$ cat src/rtl/seg_scan_ctrl_if.sv
// Display-word load handshake for seg_scan_ctrl. The producer drives the word
// and load_valid; the scanner answers with load_ready.
interface seg_scan_ctrl_if;
  logic        load_valid;
  logic [15:0] load_data;
  logic [3:0]  load_dp;
  logic        load_ready;

  modport master (output load_valid, load_data, load_dp, input load_ready);
  modport slave  (input load_valid, load_data, load_dp, output load_ready);
endinterface

$ cat src/rtl/seg_scan_ctrl.sv
// Four-digit multiplexed 7-seg scanner. Each enabled digit is lit for a
// programmable dwell, then all anodes go dark briefly. New words are double-buffered.
module seg_scan_ctrl #(
  parameter int DIV_W     = 6,
  parameter int BLANK_CYC = 2
) (
  input  logic             clk,
  input  logic             rst_n,
  input  logic [DIV_W-1:0] period,
  input  logic [3:0]       digit_en,
  seg_scan_ctrl_if.slave   ld,
  output logic [3:0]       an,
  output logic [3:0]       hex,
  output logic             dp,
  output logic [1:0]       digit_sel,
  output logic             frame_done
);

  typedef enum logic [1:0] {S_IDLE, S_SHOW, S_BLANK} state_t;

  localparam logic [3:0] BLANK_LAST = 4'(BLANK_CYC - 1);

  state_t           state_q;
  logic [DIV_W-1:0] cnt_q;
  logic [3:0]       bcnt_q;
  logic [3:0]       an_q, hex_q;
  logic             dp_q, fd_q;
  logic [1:0]       sel_q;
  logic [15:0]      act_word_q, pend_word_q;
  logic [3:0]       act_dp_q, pend_dp_q;
  logic             pend_full_q;

  logic [1:0]  low_idx, wrap_idx, cand, sel_d;
  logic        found, idle_go, blank_end, wrap, enter_show, boundary, xfer;
  logic [15:0] src_word;
  logic [3:0]  src_dp, hex_d;
  logic        dp_d;

  // Next-digit search: first enabled index above the current one, wrapping mod 4.
  always_comb begin
    low_idx  = '0;
    wrap_idx = '0;
    cand     = '0;
    found    = 1'b0;
    for (int k = 3; k >= 0; k--)
      if (digit_en[k]) low_idx = 2'(k);
    wrap_idx = low_idx;
    for (int k = 1; k < 5; k++) begin
      cand = sel_q + 2'(k);
      if (!found && digit_en[cand]) begin
        wrap_idx = cand;
        found    = 1'b1;
      end
    end

    idle_go    = (state_q == S_IDLE) && (|digit_en);
    blank_end  = (state_q == S_BLANK) && (bcnt_q == BLANK_LAST);
    wrap       = (wrap_idx <= sel_q);
    sel_d      = idle_go ? low_idx : wrap_idx;
    enter_show = idle_go || (blank_end && (|digit_en));
    boundary   = idle_go || (blank_end && (|digit_en) && wrap);
    xfer       = pend_full_q && ((state_q == S_IDLE) || boundary);

    // On a transfer edge the first digit of the frame must already see the new word.
    src_word = xfer ? pend_word_q : act_word_q;
    src_dp   = xfer ? pend_dp_q   : act_dp_q;
    hex_d    = src_word[{sel_d, 2'b00} +: 4];
    dp_d     = src_dp[sel_d];
  end

  always_ff @(posedge clk or negedge rst_n) begin
    if (!rst_n) begin
      state_q     <= S_IDLE;
      cnt_q       <= '0;
      bcnt_q      <= '0;
      an_q        <= 4'hF;
      hex_q       <= '0;
      dp_q        <= 1'b0;
      sel_q       <= '0;
      fd_q        <= 1'b0;
      act_word_q  <= '0;
      act_dp_q    <= '0;
      pend_word_q <= '0;
      pend_dp_q   <= '0;
      pend_full_q <= 1'b0;
    end else begin
      fd_q <= 1'b0;

      if (xfer) begin
        act_word_q  <= pend_word_q;
        act_dp_q    <= pend_dp_q;
        pend_full_q <= 1'b0;
      end
      // Accept and transfer are exclusive: accept needs pending empty.
      if (ld.load_valid && !pend_full_q) begin
        pend_word_q <= ld.load_data;
        pend_dp_q   <= ld.load_dp;
        pend_full_q <= 1'b1;
      end

      if (enter_show) begin
        state_q <= S_SHOW;
        cnt_q   <= '0;
        sel_q   <= sel_d;
        an_q    <= ~(4'b0001 << sel_d);
        hex_q   <= hex_d;
        dp_q    <= dp_d;
        fd_q    <= boundary;
      end else begin
        case (state_q)
          S_IDLE: ;
          S_SHOW: begin
            if (cnt_q >= period) begin
              state_q <= S_BLANK;
              bcnt_q  <= '0;
              an_q    <= 4'hF;
            end else begin
              cnt_q <= cnt_q + 1'b1;
            end
          end
          S_BLANK: begin
            if (blank_end) state_q <= S_IDLE;
            else           bcnt_q  <= bcnt_q + 4'd1;
          end
          default: begin
            state_q <= S_IDLE;
            an_q    <= 4'hF;
          end
        endcase
      end
    end
  end

  assign an            = an_q;
  assign hex           = hex_q;
  assign dp            = dp_q;
  assign digit_sel     = sel_q;
  assign frame_done    = fd_q;
  assign ld.load_ready = ~pend_full_q;

endmodule

$ cat src/flat_wrapper.sv
// flat-port wrapper written by rule: the top's interface ports become plain ports
module seg_scan_ctrl_flat 
#(
  parameter int DIV_W     = 6,
  parameter int BLANK_CYC = 2
)
  (clk, rst_n, period, digit_en, an, hex, dp, digit_sel, frame_done, ld_load_valid, ld_load_data, ld_load_dp, ld_load_ready);
  seg_scan_ctrl_if ld_i ();
  input  logic clk;
  input  logic rst_n;
  input  logic [DIV_W-1:0] period;
  input  logic [3:0] digit_en;
  output logic [3:0] an;
  output logic [3:0] hex;
  output logic dp;
  output logic [1:0] digit_sel;
  output logic frame_done;
  input wire logic [$bits(ld_i.load_valid)-1:0] ld_load_valid;
  input wire logic [$bits(ld_i.load_data)-1:0] ld_load_data;
  input wire logic [$bits(ld_i.load_dp)-1:0] ld_load_dp;
  output wire logic [$bits(ld_i.load_ready)-1:0] ld_load_ready;
  assign ld_i.load_valid = ld_load_valid;
  assign ld_i.load_data = ld_load_data;
  assign ld_i.load_dp = ld_load_dp;
  assign ld_load_ready = ld_i.load_ready;
  seg_scan_ctrl #(.DIV_W(DIV_W), .BLANK_CYC(BLANK_CYC)) u_core (.clk(clk), .rst_n(rst_n), .period(period), .digit_en(digit_en), .ld(ld_i), .an(an), .hex(hex), .dp(dp), .digit_sel(digit_sel), .frame_done(frame_done));
endmodule
$ cat config.mk
export PLATFORM = sky130hd
export DESIGN_NAME = seg_scan_ctrl_flat
export DESIGN_NICKNAME = d
export VERILOG_FILES = /design/src/rtl/seg_scan_ctrl_if.sv /design/src/rtl/seg_scan_ctrl.sv /design/src/flat_wrapper.sv
export SDC_FILE = /design/constraint.sdc
export NUM_CORES = 1
export LEC_CHECK = 0
export CAP_MARGIN = 20
export CORE_MARGIN = 2
export CORE_UTILIZATION = 40
export CTS_CLUSTER_SIZE = 8
export DETAILED_ROUTE_END_ITERATION = 6
export GPL_TIMING_DRIVEN = 0
export SLEW_MARGIN = 20
export SYNTH_ARGS = -nofsm -noshare
export SYNTH_HDL_FRONTEND = slang
export SYNTH_SLANG_ARGS = --single-unit
$ cat constraint.sdc
create_clock -name clk -period 4.8 [get_ports clk]
set_clock_uncertainty 0.1 [all_clocks]
set_input_delay 0.48 -clock clk [delete_from_list [all_inputs] [get_ports clk]]
set_output_delay 0.48 -clock clk [all_outputs]
set_load 0.02 [all_outputs]
==> key figures, run 1 <==
Power
  – Leakage power total: 1.75 nW
  – Maximum VDD drop: roughly 0.33 mV
  – Cell area power density: 659 nW/µm²

Worst setup path
  – Worst r2r dst: u_core.hex[1]$_DFFE_PN0N_
  – R2r setup slk: 1.20 ns
  – Reg2reg start: u_core.digit_sel[0]$_DFFE_PN0N_
  – CP max FO: 10
  – CP required: a little under 5 ns
  – Critical Path Source: digit_en[3]
  – Startpoint types: input pin
  – Crit Path Category: input pin to register
  – Reg2Reg Depth: 11
  – Critical path data arrival time: 3.98 ns
  – Crit path capture type: register

Route
  – DR WL met3: roughly 250 µm
  – Routed wl met2: just under 3000 µm
  – Top routing layer in use: met4
  – Via count: 2,358
  – Post-DR wirelength/cell: 14.6 µm
  – DRT Pass-1 Iters: 4
  – DRC Markers: 0
  – Vias per cell: approximately 5.2
  – Initial detailed-routing violation count: 97
  – Final wirelength: between 6000 and 7000 µm
  – Routed Antenna Nets: 0
  – Met1 wire length: between 3000 and 4000 µm

Timing
  – Slew headroom: 0.538
  – Slew at the pin closest to its max-slew limit: 0.689 ns
  – Setup WS post-layout: between 0.9 and 1 ns
  – Fmax: about 0.26 GHz
  – Final slew viol count: 0
  – RSZ-0062 raised after global routing: false
  – Crit share post-route: 0.805
  – Setup TNS: 0 ns
  – Final min period: between 3 and 4 ns
  – # setup viols final: 0
  – Hold Fails Final Rpt: 0

Global routing
  – First-pass GRT wire length: roughly 11,000 µm
  – Initial antenna violation count: 0
  – Largest net degree at the start of global routing: 34
  – Total grt overflow: 0
  – Gr usage total: 0.167
  – Vias in the first global route: ~2.3k

Synth
  – Synthesis Warnings: 0
  – Number of synthesized register bits: 65
  – Synth unique cells: 51
  – Post-Syn Nets: 333
  – Largest family of logic cells by synthesized area: compound AO/OA/AOI/OAI gates
  – Synth Flop Type: dfrtp_1
  – Post-synthesis adder-cell area fraction: 0.0432
  – Simple-Gate Fraction of Synth Area: 0.109
  – Average cell area after synthesis: roughly 11 µm²
  – Post-Syn Area: approximately 3200 µm²
  – Post-synth ARST share: 1.00
  – Post-synth EDFFs: 0
  – Register area share after synthesis: 0.512
  – Mux share of post-synthesis cell area: 0.104
  – Xor/xnor cell area share of the yosys netlist: 0.00275
  – Post-synthesis compound-gate area fraction: 0.191
  – Syn Inst Count: slightly below 300

Layout
  – # fillers: 709
  – Final nets: 390
  – Area growth from synthesis to layout: 25.5%
  – Layout cells sized above 1: 0.188
  – Commonest non-fill, non-tap cells in the layout: 61 x dfrtp_1, 43 x clkdlybuf4s50_1, 24 x o21ai_0, 24 x mux2_2, 22 x nor2_1
  – Most common cell after layout, fill and taps aside: dfrtp_1
  – Core Util, Final: 0.517
  – Area of the multi-input gates: ~1400 µm²
  – # diodes: 0
  – Register Area: between 1500 and 2000 µm²

Die
  – Placeable Area: 7730 µm²
  – FP Rows: 32
  – I/O pins: 46
  – Die width: ~93 µm
  – Die H: a little over 90 µm
  – Initial Utilization: 0.412
  – Total die area: between 8000 and 9000 µm²

Min path
  – Hold endpoint: u_core.act_dp_q[0]$_DFF_PN0_
  – Hold WC Path Type: register to register
  – Hold Crit Depth: 1
  – Hold path start: u_core.act_dp_q[0]$_DFF_PN0_

Clock tree
  – Root buffer cell: clkbuf_8
  – CTS tree: done
  – Num CTS Buffers: 9
  – Post-CTS sizing: 0
  – Max Root-Sink Buffers: 2
  – Sinks on Clock Net: 65
  – H-tree lvl count: 3
  – Clock transition at path regs: 0.07 ns
  – Setup Fix Bufs, Post-CTS: 0
  – Clock latency on the worst-skew pair: around 0.33 ns

Place
  – DP HPWL: just under 5000 µm
  – Dpl ws: 0.638 ns
  – Port bufs: between 40 and 50
  – Gp weighted congestion: slightly above 0.8

Outcome
  – Status: finished, final reports clean

Run
  – Max cap viols: 0
[state kept, by name (all words and copies together) (netlist names)]
register	cells
u_core.bcnt_q	4
u_core.act_word_q	16
u_core.dp	1
u_core.hex	4
u_core.frame_done	1
u_core.pend_word_q	16
u_core.act_dp_q	4
u_core.digit_sel	2
u_core.pend_full_q	1
u_core.state_q	2
u_core.cnt_q	6
u_core.an	4
u_core.pend_dp_q	4
[worst max-delay path: stages]
cell and delay [ns]:
clkdlybuf4s50_1 0.54, nor2b_1 0.20, nor3_1 0.07, a211oi_1 0.59
ha_1 0.38, a221oi_2 0.51, nor3_2 0.14, buf_2 0.21
o21ai_0 0.16, a21boi_0 0.26, o21ai_0 0.14, o32a_1 0.31
[routing by layer]
metal | global-route usage | vias up
met2 | 0.241 | 50
met1 | 0.251 | 1149
met3 | 0.0314 | 8
met5 | 0 | -
met4 | 0.0588 | 0
li1 | - | 1151
[Yosys cell counts, drive strengths merged, types with 4 or more instances]
cell / n / area share
a21bo: 8 / 0.025
a21boi: 6 / 0.014
a21o: 4 / 0.0094
a21oi: 11 / 0.017
a22oi: 4 / 0.0094
buf: 4 / 0.0079
clkbuf: 8 / 0.0094
dfrtp: 61 / 0.48
dfstp: 4 / 0.033
ha: 11 / 0.043
inv: 18 / 0.021
mux2: 26 / 0.094
nand2: 9 / 0.011
nand2b: 5 / 0.0098
nand3: 6 / 0.0094
nor2: 22 / 0.026
nor2b: 5 / 0.0098
nor3: 5 / 0.0094
o21ai: 25 / 0.043
o22ai: 6 / 0.012
[cell families (layout without fill, tap and decap cells)]
| logic type | after synthesis | after routing |
|---|---|---|
| compound gates | 86 | 86 |
| xor+xnor | 1 | 1 |
| fa+ha+maj | 11 | 11 |
| buf+inv | 30 | 92 |
| flops | 65 | 65 |
| mux | 29 | 29 |
| simple gates | 67 | 67 |
[final cells by class]
cell class              instances  area share
flip-flops and latches         65       0.408
multi-input cells             194       0.358
repair buffers                 46       0.117
well taps                     102      0.0319
clock buffers                   9      0.0310
clock inverters                 7      0.0235
inverters                      18      0.0169
plain buffers                  12      0.0138
[where the power goes]
| group | total (mW) | leakage [nW] | internal, mW | switching (mW) |
|---|---|---|---|---|
| clock network | 0.513 | 0.106 | 0.292 | 0.221 |
| registers | 0.946 | 0.784 | 0.808 | 0.138 |
| logic | 1.18 | 0.866 | 0.563 | 0.615 |
[how the worst max path moves through the flow]
stage / depth (start not counted) / slack, ns / end
final: 12 / 0.94 / u_core.hex[1]$_DFFE_PN0N_
after global routing: 12 / 0.60 / u_core.hex[1]$_DFFE_PN0N_
after CTS: 12 / 0.97 / u_core.hex[1]$_DFFE_PN0N_
after detailed placement: 12 / 0.64 / u_core.hex[1]$_DFFE_PN0N_
after global placement: 12 / 0.66 / u_core.hex[1]$_DFFE_PN0N_
after floorplan: 12 / 1.51 / u_core.hex[1]$_DFFE_PN0N_
[stage by stage]
stage	cell area, µm²	hold WS, ns	power, mW	cells
floorplan	3190	0.0844	1.77	289
global placement	3750	0.362	2.11	435
detailed placement	3770	0.360	2.14	436
CTS	4000	0.384	2.66	453
global route	4000	0.402	2.86	453
finish	4000	0.382	2.64	453
[timing repair]
| item | 4_1_cts | 5_1_grt |
|---|---|---|
| hold endpoints to repair | 2 | 0 |
| setup endpoints to repair | 0 | 0 |
| hold buffers | 1 | 0 |
Note: power is estimated with default switching activity, not from simulation.
==> inputs of run 2 (changes only) <==
- clock period: 4.8 -> 3.8 ns (I/O delays scaled with it)
==> key figures, run 2 (synthesis results as in run 1) <==
Die
  – I/O pins: 46 (unchanged)
  – Die H: 93.2 µm (unchanged)
  – Die width: 93.2 µm (unchanged)
  – FP Rows: 32 (unchanged)
  – Total die area: 8690 µm² (unchanged)
  – Placeable Area: 7730 µm² (unchanged)
  – Initial Utilization: 0.412 (unchanged)

Layout
  – Commonest non-fill, non-tap cells in the layout: 61 x dfrtp_1, 43 x clkdlybuf4s50_1, 24 x o21ai_0, 24 x mux2_2, 22 x nor2_1 (unchanged)
  – Most common cell after layout, fill and taps aside: dfrtp_1 (unchanged)
  – Non-filler instance count after layout: 453 (unchanged)
  – Biggest registers after layout: u_core.act_word_q: 16 flops, u_core.pend_word_q: 16 flops, u_core.cnt_q: 6 flops (unchanged)
  – Layout cells sized above 1: 0.191 (was 0.188)
  – # diodes: 0 (unchanged)
  – Area growth from synthesis to layout: 26.0% (was 25.5%)
  – Area of the multi-input gates: 1450 µm² (was 1430 µm²)
  – Final nets: 390 (unchanged)
  – # fillers: 707 (was 709)
  – Register Area: 1630 µm² (unchanged)
  – Fin area: 4020 µm² (was 4000 µm²)

Route
  – DRT Pass-1 Iters: 4 (unchanged)
  – Via count: 2,352 (was 2,358)
  – Vias per cell: 5.19 (was 5.21)
  – Final wirelength: 6650 µm (was 6610 µm)
  – Routed Antenna Nets: 0 (unchanged)
  – Post-DR wirelength/cell: 14.7 µm (was 14.6 µm)
  – DRC Markers: 0 (unchanged)
  – Initial detailed-routing violation count: 80 (was 97)

Run
  – Max cap viols: 0 (unchanged)

Worst setup path
  – CP max FO: 10 (unchanged)
  – Max stage delay on crit path: 0.54 ns (was 0.59 ns)
  – Startpoint types: input pin (unchanged)
  – CP Cell Sequence: clkdlybuf4s50_1 -> nor2b_1 -> nor3_1 -> a211oi_2 -> ha_1 -> a221oi_4 -> nor3_2 -> buf_2 -> o21ai_0 -> a21boi_0 -> o21ai_0 -> o32a_1 (was clkdlybuf4s50_1 -> nor2b_1 -> nor3_1 -> a211oi_1 -> ha_1 -> a221oi_2 -> nor3_2 -> buf_2 -> o21ai_0 -> a21boi_0 -> o21ai_0 -> o32a_1)
  – Most frequent CP cell: o21ai_0 (unchanged)
  – Buffer and inverter count on the worst path: 2 (unchanged)
  – Critical path's slowest cell: clkdlybuf4s50_1 (was a211oi_1)
  – Crit Path Category: input pin to register (unchanged)
  – Crit path capture type: register (unchanged)
  – Delay-heaviest family, CP: compound AO/OA/AOI/OAI gates (unchanged)
  – Critical path data arrival time: 3.55 ns (was 3.98 ns)
  – CP required: 3.93 ns (was 4.92 ns)

Timing
  – Crit share post-route: 0.901
  – Final slew viol count: 0 (unchanged)
  – Slew at the pin closest to its max-slew limit: 0.635 ns (was 0.689 ns)
  – Final min period: roughly 3.4 ns
  – Hold Fails Final Rpt: 0 (unchanged)
  – RSZ-0062 raised after global routing: false (unchanged)
  – Slew headroom: 0.577 (was 0.538)
  – # setup viols final: 0 (unchanged)
  – Fmax: between 0.2 and 0.3 GHz
  – Worst Hold Slack: 0.382 ns (about the same)

Clock tree
  – CTS tree: done (unchanged)
  – Max Root-Sink Buffers: 2 (unchanged)
  – Sinks on Clock Net: 65 (unchanged)
  – H-tree lvl count: 3 (unchanged)
  – Clock transition at path regs: 0.07 ns (about the same)
  – Clock latency on the worst-skew pair: 0.34 ns (was 0.33 ns)
  – Num CTS Buffers: 9 (unchanged)
  – Root buffer cell: clkbuf_8 (unchanged)

Place
  – DP Cell Count: 436 (unchanged)
  – Gp weighted congestion: 0.816 (unchanged)
  – Port bufs: 44 (unchanged)
  – DP HPWL: 4840 µm (unchanged)
  – Area post-placement: 3770 µm² (unchanged)

Global routing
  – First-pass GRT wire length: 11,400 µm (unchanged)
  – Largest net degree at the start of global routing: 34 (unchanged)
  – Total grt overflow: 0 (unchanged)
  – Gr usage total: 0.167 (unchanged)
  – Vias in the first global route: 2,327 (unchanged)
  – Initial antenna violation count: 0 (unchanged)

Power
  – Maximum VDD drop: 0.429 mV (was 0.330 mV)
  – Leakage power total: 1.76 nW (was 1.75 nW)
  – Cell area power density: 838 nW/µm² (was 659 nW/µm²)

Outcome
  – Status: finished, final reports clean (unchanged)

Min path
  – Hold WC Path Type: register to register (unchanged)
[run 2: changes by cell type in the layout (fill, tap and decap cells not counted)]
| cell | before | now |
|---|---|---|
| a211oi_1 | 2 | 1 |
| a211oi_2 | 0 | 1 |
| a221oi_2 | 1 | 0 |
| a221oi_4 | 0 | 1 |
[run 2: worst reg2reg max path: stages, from the launching register on]
cell      delay, ns
dfrtp_1        0.45
nor2b_1        0.19
nor3_1         0.08
a211oi_2       0.39
ha_1           0.35
a221oi_4       0.42
nor3_2         0.12
buf_2          0.20
o21ai_0        0.15
a21boi_0       0.26
o21ai_0        0.14
o32a_1         0.31
[run 2: area by class of cell]
type	instances	area share
Buffer	12	0.0137
Clock inverter	7	0.0234
Inverter	18	0.0168
Sequential cell	65	0.406
Clock buffer	9	0.0309
Timing Repair Buffer	46	0.117
Tap cell	102	0.0318
Multi-Input combinational cell	194	0.361
[run 2: routing by layer]
layer	track usage	up-vias	wire [µm]
li1	-	1150	-
met1	0.251	1142	3380
met2	0.241	50	2900
met3	0.0314	10	264
met4	0.0588	0	100
met5	0	-	0
[run 2: worst paths after layout]
check,from,endpoint,slack [ns],cells after the start
setup / recovery,digit_en[3],u_core.hex[1]$_DFFE_PN0N_,0.37,12
hold / removal,u_core.act_dp_q[0]$_DFF_PN0_,u_core.act_dp_q[0]$_DFF_PN0_,0.38,1
setup reg to reg,u_core.digit_sel[0]$_DFFE_PN0N_,u_core.hex[1]$_DFFE_PN0N_,0.53,11
hold reg to reg,u_core.act_dp_q[0]$_DFF_PN0_,u_core.act_dp_q[0]$_DFF_PN0_,0.38,1
max in group asynchronous,rst_n,u_core.pend_word_q[4]$_DFFE_PN0P_,2.64,3
min in group asynchronous,rst_n,u_core.pend_word_q[6]$_DFFE_PN0P_,0.43,2
[run 2: stage by stage]
step | setup TNS, ns | utilization | total power, mW | setup WS [ns]
global route | 0 | 0.520 | 3.64 | 0.0460
CTS | 0 | 0.517 | 3.36 | 0.0706
finish | 0 | 0.520 | 3.37 | 0.375
global placement | -0.781 | 0.486 | 2.66 | -0.237
floorplan | 0 | - | 2.24 | 0.607
detailed placement | -1.15 | 0.488 | 2.70 | -0.262
[run 2: what timing repair did]
action | 4_1_cts | 5_1_grt
endpoints found under the hold margin | 28 | 0
hold buffers | 1 | 0
gates resized for setup | 0 | 2
buffers inserted | 0 | 0
setup endpoints to repair | 0 | 5
[run 2: power breakdown]
group | total (mW) | leakage, nW | switching (mW) | internal [mW]
clock network | 0.652 | 0.106 | 0.283 | 0.369
registers | 1.19 | 0.784 | 0.174 | 1.02
logic | 1.52 | 0.872 | 0.792 | 0.727
total | 3.37 | 1.76 | 1.25 | 2.12
==> inputs of run 3 (changes only) <==
- GPL_TIMING_DRIVEN: 0 -> not set
==> key figures, run 3 (synthesis results as in run 1) <==
Worst setup path
  – Startpoint types: input pin (unchanged)
  – R2r setup slk: 0.61 ns (was 0.53 ns)
  – Reg2reg start: u_core.digit_sel[0]$_DFFE_PN0N_ (unchanged)
  – Reg2Reg Depth: 10 (was 11)
  – CP required: 3.93 ns (about the same)
  – Worst r2r dst: u_core.hex[1]$_DFFE_PN0N_ (unchanged)
  – Critical path's slowest cell: clkdlybuf4s50_1 (unchanged)
  – Crit Path Category: input pin to register (unchanged)
  – CP Cell Sequence: clkdlybuf4s50_1 -> nor2_1 -> nor3_1 -> a211oi_1 -> ha_1 -> a221oi_2 -> nor3_2 -> o21ai_0 -> a21boi_0 -> o22ai_1 -> o32a_1 (was clkdlybuf4s50_1 -> nor2b_1 -> nor3_1 -> a211oi_2 -> ha_1 -> a221oi_4 -> nor3_2 -> buf_2 -> o21ai_0 -> a21boi_0 -> o21ai_0 -> o32a_1)
  – Crit path capture type: register (unchanged)
  – Critical path data arrival time: 3.49 ns (was 3.55 ns)
  – CP max FO: 9 (was 10)
  – Max stage delay on crit path: 0.55 ns (was 0.54 ns)

Route
  – Post-DR wirelength/cell: 14.6 µm (was 14.7 µm)
  – Final wirelength: 6540 µm (was 6650 µm)
  – Routed Antenna Nets: 0 (unchanged)
  – Via count: 2,363 (was 2,352)
  – DRC Markers: 0 (unchanged)
  – DRT Pass-1 Iters: 4 (unchanged)
  – Vias per cell: 5.27 (was 5.19)
  – Initial detailed-routing violation count: 86 (was 80)

Global routing
  – Gr usage total: 0.166 (was 0.167)
  – Initial antenna violation count: 0 (unchanged)
  – First-pass GRT wire length: 11,100 µm (was 11,400 µm)
  – Vias in the first global route: 2,312 (was 2,327)
  – Total grt overflow: 0 (unchanged)
  – Largest net degree at the start of global routing: 49 (was 34)

Die
  – FP Rows: 32 (unchanged)
  – I/O pins: 46 (unchanged)
  – Die H: 93.2 µm (unchanged)
  – Initial Utilization: 0.412 (unchanged)
  – Total die area: 8690 µm² (unchanged)
  – Placeable Area: 7730 µm² (unchanged)
  – Die width: 93.2 µm (unchanged)

Power
  – Overall power: 3.47 mW (was 3.37 mW)
  – Cell area power density: 858 nW/µm² (was 838 nW/µm²)
  – Leakage power total: 1.79 nW (was 1.76 nW)
  – Maximum VDD drop: 0.480 mV (was 0.429 mV)

Clock tree
  – Num CTS Buffers: 9 (unchanged)
  – H-tree lvl count: 3 (unchanged)
  – Max Root-Sink Buffers: 2 (unchanged)
  – Root buffer cell: clkbuf_8 (unchanged)
  – Post-CTS sizing: 0 (unchanged)
  – Sinks on Clock Net: 65 (unchanged)
  – Clock transition at path regs: 0.07 ns (about the same)
  – Clock latency on the worst-skew pair: 0.34 ns (about the same)
  – CTS tree: done (unchanged)

Layout
  – Area growth from synthesis to layout: 27.1% (was 26.0%)
  – # diodes: 0 (unchanged)
  – Biggest registers after layout: u_core.act_word_q: 16 flops, u_core.pend_word_q: 16 flops, u_core.cnt_q: 6 flops (unchanged)
  – Commonest non-fill, non-tap cells in the layout: 61 x dfrtp_1, 44 x clkdlybuf4s50_1, 24 x o21ai_0, 24 x mux2_2, 22 x nor2_1 (was 61 x dfrtp_1, 43 x clkdlybuf4s50_1, 24 x o21ai_0, 24 x mux2_2, 22 x nor2_1)
  – Most common cell after layout, fill and taps aside: dfrtp_1 (unchanged)
  – Fin area: 4050 µm² (was 4020 µm²)
  – Final nets: 385 (was 390)
  – Layout cells sized above 1: 0.202 (was 0.191)
  – Non-filler instance count after layout: 448 (was 453)

Place
  – Gp weighted congestion: 0.818 (was 0.816)
  – DP Cell Count: 431 (was 436)
  – Port bufs: 45 (was 44)
  – Area post-placement: 3760 µm² (was 3770 µm²)
  – DP HPWL: 4780 µm (was 4840 µm)

Outcome
  – Status: finished, final reports clean (unchanged)

Timing
  – Final slew viol count: 0 (unchanged)
  – Crit share post-route: 0.885 (was 0.901)
  – # setup viols final: 0 (unchanged)
  – Final min period: 3.36 ns (was 3.43 ns)
  – Hold Fails Final Rpt: 0 (unchanged)
  – Slew at the pin closest to its max-slew limit: 0.857 ns (was 0.635 ns)
  – Fmax: 0.297 GHz (was 0.292 GHz)
  – RSZ-0062 raised after global routing: false (unchanged)
  – Slew headroom: 0.428 (was 0.577)
  – Worst Hold Slack: 0.379 ns (was 0.382 ns)
  – Setup TNS: 0 ns (unchanged)

Min path
  – Hold Crit Depth: 1 (unchanged)
  – Hold endpoint: u_core.act_word_q[10]$_DFF_PN0_ (was u_core.act_dp_q[0]$_DFF_PN0_)
  – Hold WC Path Type: register to register (unchanged)
  – Hold path start: u_core.act_word_q[10]$_DFF_PN0_ (was u_core.act_dp_q[0]$_DFF_PN0_)

Run
  – Max cap viols: 0 (unchanged)
==> run 3: critical path: cells and delay by family <==
kind | cells | cell delay [ns]
AOI/OAI and AO/OA | 6 | 1.81
adders and majority gates | 1 | 0.34
and+or+nand+nor | 3 | 0.42
buffers and inverters | 1 | 0.55
==> run 3: metrics by stage <==
step,utilization,setup WS (ns)
finish,0.524,0.435
detailed placement,0.487,0.100
floorplan,-,0.607
global placement,0.487,0.167
global route,0.524,0.200
CTS,0.522,0.437
==> run 3: power breakdown <==
group          switching (mW)  internal (mW)  total, mW
Combinational           0.741          0.710       1.45
Clock                   0.276          0.524      0.800
Sequential              0.201           1.02       1.22
==> run 3: worst max path at each step <==
stage	from	endpoint	slack (ns)	depth (start not counted)
final	digit_en[0]	u_core.hex[1]$_DFFE_PN0N_	0.44	11
after global routing	digit_en[1]	u_core.hex[3]$_DFFE_PN0N_	0.20	11
after CTS	digit_en[0]	u_core.hex[0]$_DFFE_PN0N_	0.44	11
after detailed placement	digit_en[1]	u_core.hex[0]$_DFFE_PN0N_	0.1	11
after global placement	digit_en[0]	u_core.hex[0]$_DFFE_PN0N_	0.17	11
after floorplan	digit_en[0]	u_core.hex[1]$_DFFE_PN0N_	0.61	12
==> run 3: repair_timing <==
item                                   CTS  global route
endpoints found under the hold margin    0            36
hold buffers                             0             1
setup buffers                            0             0
==> run 3: area by class of cell <==
| class | instances | area (µm²) |
|---|---|---|
| repair buffers | 53 | 510 |
| clock buffers | 10 | 138 |
| clock inverters | 6 | 138 |
| flip-flops and latches | 65 | 1630 |
| multi-input cells | 194 | 1440 |
| well taps | 102 | 128 |
| fillers | 685 | 3680 |
| inverters | 18 | 67.6 |
==> run 3: layer usage <==
metal,vias up,global-route usage,wire length (µm)
met2,48,0.244,3030
met1,1159,0.229,3110
met3,10,0.0451,289
met4,0,0.0748,110
li1,1146,-,-
met5,-,0,0
